===== src/rtl/riscv_pkg.sv =====
// riscv_pkg: definitions shared by the pipeline front end.
//   PCSRC_*    : encodings of the execute-stage redirect select (PCSrcE)
//   NOP_INSTR  : canonical bubble, addi x0,x0,0
//   fetch_state_e : fetch controller states
package riscv_pkg;

    localparam logic [1:0] PCSRC_SEQ  = 2'b00;
    localparam logic [1:0] PCSRC_BJAL = 2'b01;
    localparam logic [1:0] PCSRC_JALR = 2'b10;

    localparam logic [31:0] NOP_INSTR = 32'h0000_0013;

    typedef enum logic [1:0] {
        IDLE  = 2'd0,
        WAIT  = 2'd1,
        DRAIN = 2'd2,
        HELD  = 2'd3
    } fetch_state_e;

endpackage


===== src/rtl/if_id_reg.sv =====
// if_id_reg: IF/ID pipeline register.
// Priority: rst > flush_i > stall_i > load_i > bubble.
//   clk, rst        : clock, synchronous active-high reset
//   flush_i         : load a bubble
//   stall_i         : hold current contents
//   load_i          : capture instr_i / pc_i as a valid instruction
//   instr_i, pc_i   : fetched instruction and its address
//   instr_o, pc_o, pc_plus4_o, valid_o : register outputs
module if_id_reg #(
    parameter logic [31:0] NOP_INSTR = riscv_pkg::NOP_INSTR
) (
    input  logic        clk,
    input  logic        rst,
    input  logic        flush_i,
    input  logic        stall_i,
    input  logic        load_i,
    input  logic [31:0] instr_i,
    input  logic [31:0] pc_i,
    output logic [31:0] instr_o,
    output logic [31:0] pc_o,
    output logic [31:0] pc_plus4_o,
    output logic        valid_o
);

    always_ff @(posedge clk) begin
        if (rst || flush_i) begin
            instr_o    <= NOP_INSTR;
            pc_o       <= 32'd0;
            pc_plus4_o <= 32'd0;
            valid_o    <= 1'b0;
        end else if (stall_i) begin
            instr_o    <= instr_o;
            pc_o       <= pc_o;
            pc_plus4_o <= pc_plus4_o;
            valid_o    <= valid_o;
        end else if (load_i) begin
            instr_o    <= instr_i;
            pc_o       <= pc_i;
            pc_plus4_o <= pc_i + 32'd4;
            valid_o    <= 1'b1;
        end else begin
            instr_o    <= NOP_INSTR;
            pc_o       <= 32'd0;
            pc_plus4_o <= 32'd0;
            valid_o    <= 1'b0;
        end
    end

endmodule


===== src/rtl/fetch_stage.sv =====
// fetch_stage: instruction-fetch front end. Owns the fetch PC, issues one
// instruction-memory request at a time (req/gnt/rvalid), buffers a response
// that arrives while decode is stalled, and discards wrong-path responses
// after an execute-stage redirect.
//   clk, rst                : clock, synchronous active-high reset
//   StallF, StallD, FlushD  : hazard unit controls
//   PCSrcE, PCTargetE, ALUResultE : redirect select and targets
//   imem_req/addr/gnt/rvalid/rdata : instruction memory handshake
//   InstrD, PCD, PCPlus4D, ValidD  : IF/ID register outputs
//
// state | meaning
// IDLE  | nothing outstanding, may issue a request
// WAIT  | request outstanding, response is on the correct path
// DRAIN | request outstanding, response is wrong path and will be dropped
// HELD  | response buffered in hold_q while decode is stalled
module fetch_stage #(
    parameter logic [31:0] RESET_PC  = 32'h0000_0000,
    parameter logic [31:0] NOP_INSTR = riscv_pkg::NOP_INSTR
) (
    input  logic        clk,
    input  logic        rst,
    input  logic        StallF,
    input  logic        StallD,
    input  logic        FlushD,
    input  logic [1:0]  PCSrcE,
    input  logic [31:0] PCTargetE,
    input  logic [31:0] ALUResultE,
    output logic        imem_req,
    output logic [31:0] imem_addr,
    input  logic        imem_gnt,
    input  logic        imem_rvalid,
    input  logic [31:0] imem_rdata,
    output logic [31:0] InstrD,
    output logic [31:0] PCD,
    output logic [31:0] PCPlus4D,
    output logic        ValidD
);
    import riscv_pkg::*;

    fetch_state_e state_q, state_d;
    logic [31:0]  pcf_q, pcf_d;
    logic [31:0]  hold_q, hold_d;
    logic         redirect;
    logic [31:0]  target;
    logic         deliver;
    logic [31:0]  deliver_data;

    // Reserved encoding 11 behaves as sequential.
    assign redirect = (PCSrcE == PCSRC_BJAL) || (PCSrcE == PCSRC_JALR);
    assign target   = (PCSrcE == PCSRC_JALR) ? (ALUResultE & ~32'd1) : PCTargetE;

    assign imem_req  = (state_q == IDLE) && !StallF && !rst && !redirect;
    assign imem_addr = pcf_q;

    always_comb begin
        state_d      = state_q;
        hold_d       = hold_q;
        deliver      = 1'b0;
        deliver_data = hold_q;
        unique case (state_q)
            IDLE: begin
                if (imem_req && imem_gnt)
                    state_d = WAIT;
            end
            WAIT: begin
                if (imem_rvalid) begin
                    if (redirect) begin
                        state_d = IDLE;
                    end else if (StallD) begin
                        hold_d  = imem_rdata;
                        state_d = HELD;
                    end else begin
                        // A flushed delivery is dropped and the same PC refetched.
                        state_d      = IDLE;
                        deliver      = !FlushD;
                        deliver_data = imem_rdata;
                    end
                end else if (redirect) begin
                    state_d = DRAIN;
                end
            end
            HELD: begin
                if (redirect) begin
                    state_d = IDLE;
                end else if (!StallD) begin
                    state_d = IDLE;
                    deliver = !FlushD;
                end
            end
            DRAIN: begin
                if (imem_rvalid)
                    state_d = IDLE;
            end
            default: state_d = IDLE;
        endcase

        pcf_d = pcf_q;
        if (redirect)
            pcf_d = target;
        else if (deliver)
            pcf_d = pcf_q + 32'd4;
    end

    always_ff @(posedge clk) begin
        if (rst) begin
            state_q <= IDLE;
            pcf_q   <= RESET_PC;
            hold_q  <= 32'd0;
        end else begin
            state_q <= state_d;
            pcf_q   <= pcf_d;
            hold_q  <= hold_d;
        end
    end

    if_id_reg #(
        .NOP_INSTR (NOP_INSTR)
    ) u_if_id_reg (
        .clk        (clk),
        .rst        (rst),
        .flush_i    (FlushD),
        .stall_i    (StallD),
        .load_i     (deliver),
        .instr_i    (deliver_data),
        .pc_i       (pcf_q),
        .instr_o    (InstrD),
        .pc_o       (PCD),
        .pc_plus4_o (PCPlus4D),
        .valid_o    (ValidD)
    );

endmodule


===== config.mk =====
export PLATFORM = sky130hd
export DESIGN_NAME = fetch_stage
export DESIGN_NICKNAME = d
export VERILOG_FILES = /design/src/rtl/riscv_pkg.sv /design/src/rtl/if_id_reg.sv /design/src/rtl/fetch_stage.sv
export SDC_FILE = /design/constraint.sdc
export NUM_CORES = 1
export LEC_CHECK = 0
export ABC_AREA = 1
export ABC_CLOCK_PERIOD_IN_PS = 2020
export BUFFER_PORTS_ARGS = -buffer_cell sky130_fd_sc_hd__clkbuf_2
export CORE_MARGIN = 4
export CORE_UTILIZATION = 53
export CTS_CLUSTER_DIAMETER = 200
export DETAILED_ROUTE_END_ITERATION = 7
export PLACE_DENSITY = 0.81
export SLEW_MARGIN = 25
export SYNTH_ARGS = -nofsm -noshare
export SYNTH_HDL_FRONTEND = slang
export SYNTH_HIERARCHICAL = 1
export SYNTH_SLANG_ARGS = --single-unit

===== constraint.sdc =====
create_clock -name clk -period 2.02 [get_ports clk]
set_input_delay 0.202 -clock clk [delete_from_list [all_inputs] [get_ports clk]]
set_output_delay 0.202 -clock clk [all_outputs]
set_load 0.02 [all_outputs]

==> run metrics <==
Die X=133.4 µm; kind of start point of the critical path=register; Total GRT Usage=27.84%; WP data required=around 2.3 ns; min Tclk post-route=between 1.5 and 2 ns; cells after synthesis=1261; dpl hpwl=around 18000 µm; Routed WL=around 26000 µm; full die area=17790 µm²; clock latency on the worst-skew pair=~0.43 ns; Clock power frac=40.9%; final hold vios=0; Internal=approximately 5.6 mW; FP Rows=45; H-tree levels=4; RSZ-0062 raised after global routing=no; sequential element share of the synthesized area=38.68%; grt peak-use layer=met2; IO buf count=233; switching share of power=29.24%; Yosys top cell area share=38.68%; placed insts=around 1700; top post-synthesis cells by count=nand2_1 (324), nor2_1 (215), dfxtp_1 (161), a21oi_1 (116); vias in the first global route=8295; critical path class=register to register; Slowest-stage cell, CP=dfxtp_1; Nets=1594; Initial Utilization=54.41%; drt initial violations=850; Antenna Nets Post-Route=0; initial antenna violation count=0; max cap viols=0; R2R Setup Slk=around 0.16 ns; synth-to-layout area growth=25.21%; fillcell total=1367; crit share post-route=92.03%; # setup viols final=0; PwrDens=753.0 nW/µm²; met3 usage=~8%; CTS tree=built; Syn Nets=~1400; CTS Sinks=about 160; clock buffer depth=2; die extent in y=133.4 µm; CORE AREA=~15000 µm²; drt pass-1 iters=6; CTS buffer count=17; Setup TNS=0 ns; M2 GR Usage=approximately 46%; Slew @ Worst Pin=0.7703 ns; Synth cell types=38; largest net degree at the start of global routing=75; synthesized flop and latch total=161; Worst EP arrival=2.16 ns; crit end category=register; most common cell in the synthesized netlist=nand2_1; GPL Wtd Cong=0.9066; Ys Warns=6; worst-path cell chain=inv_1 -> nor2_2 -> nand2_2 -> nor2_4 -> buf_12 -> mux2_2 -> o22ai_1 -> nand2_1; Sw Pwr=2.297 mW; layout cells sized above 1=24.62%; ant diodes=0; clk slew on worst S/H paths=0.07 ns; Via density=~5.3; fin. max-slew vios=0; Slew HR=~49%; drt drc=0; global-route wire length before repair=40700 µm; Root Driver=clkbuf_16; crit-path max cell delay=0.50 ns; met1 usage=between 30% and 40%; io pins=about 240; Post-synth ARST share=0%; Sequential Power Share=around 45%; Logic pwr share=14.5%; dominant cells by area after synthesis=dfxtp_1 (39%), nand2_1 (15%), nor2_1 (9.7%); VDD IR-drop max=0.5725 mV; worst hold path class=input port to register; vias=just over 9000; ys flop type=dfxtp_1; Mapped Area=8333 µm²; Final Skew=0.008722 ns; routed len/inst=14.92 µm; Post-synth EDFFs=0; f_max=537.9 MHz; total gr overflow=0; fin cells=1710; static leakage=approximately 4.7 nW; crit-path max FO=32; Yosys top cell by area=dfxtp_1; Synth Area per Inst=6.608 µm²; outcome=completed
==> flip-flops by register name (all words and copies together), names as in the netlist <==
name	flops
u_if_id_reg/valid_o	1
u_if_id_reg/pc_o	32
u_if_id_reg/pc_plus4_o	30
hold_q	32
state_q	2
imem_addr	32
u_if_id_reg/instr_o	32
==> power groups by stage <==
stage | combinational (mW) | clock (mW) | sequential [mW]
floorplan | 0.624 | 0 | 3.59
global placement | 1.10 | 0 | 3.57
detailed placement | 1.12 | 0 | 3.57
CTS | 1.13 | 3.26 | 3.50
global route | 1.26 | 3.39 | 3.53
finish | 1.14 | 3.21 | 3.51
==> final cells by class <==
cell class,count,area [µm²],area share (%)
Timing Repair Buffer,273,1572,15.06
Clock inverter,14,155.1,1.487
Clock buffer,18,429.2,4.113
Inverter,90,337.8,3.238
Tap cell,211,264.0,2.530
Multi-Input combinational cell,943,4453,42.68
Sequential cell,161,3223,30.89
==> per-stage QoR <==
step                cell area (µm²)  setup slack [ns]  power, mW  utilization [%]  hold slack, ns
floorplan                      8333            0.1666      4.218                -          0.3369
global placement               9832           0.08956      4.666            64.20          0.4354
detailed placement             9832           0.06411      4.693            64.20          0.4525
CTS                           10430            0.1902      7.890            68.08        0.004881
global route                  10430           0.01073      8.171            68.13         0.01367
finish                        10430            0.1610      7.856            68.13         0.01886
==> what timing repair did <==
item                                   CTS  global route
setup buffers                            0             0
endpoints found under the hold margin    1             0
gates resized for setup                  0             3
setup endpoints to repair                0             4
hold buffers                             1             0
==> critical path, delay by kind of cell (launching register included) <==
kind,cells,cell delay (ns)
flip-flops,1,0.50
AND/OR/NAND/NOR,4,0.41
buffers and inverters,2,0.30
AO/OA/AOI/OAI,1,0.12
multiplexers,1,0.36
==> cell families after synthesis <==
| logic type | Yosys count | share of synthesized area, % |
|---|---|---|
| simple gates | 664 | 33.09 |
| compound gates | 240 | 15.06 |
| flops | 161 | 38.68 |
| buf+inv | 157 | 7.973 |
| mux | 32 | 4.324 |
| xor+xnor | 4 | 0.4205 |
| fa+ha+maj | 3 | 0.4505 |
==> placed cells by master (no fill, tap or decap), types with 9 or more instances in the layout <==
| master | count |
|---|---|
| a21oi_1 | 116 |
| buf_4 | 32 |
| clkbuf_16 | 17 |
| clkbuf_2 | 232 |
| dfxtp_1 | 161 |
| inv_1 | 85 |
| mux2_2 | 30 |
| nand2_1 | 324 |
| nand3_1 | 74 |
| nand4_1 | 11 |
| nor2_1 | 212 |
| nor2_2 | 11 |
| nor2_4 | 9 |
| o21ai_0 | 87 |
| o21ai_1 | 19 |
==> metal layers <==
layer	up-vias	routed length [µm]
li1	4537	-
met1	4138	10360
met2	419	12150
met3	53	2412
met4	0	590
met5	-	0
==> worst paths after layout <==
| check | startpoint | end | cells past startpoint |
|---|---|---|---|
| worst min-delay path | imem_rdata[20] | hold_q[20] | 3 |
| worst min register to register | u_if_id_reg/pc_o[26] | u_if_id_reg/pc_o[26] | 2 |
| worst max register to register | state_q[0] | u_if_id_reg/instr_o[1] | 8 |
| worst max-delay path | state_q[0] | u_if_id_reg/instr_o[1] | 8 |
(Power assumes the default switching activity.)
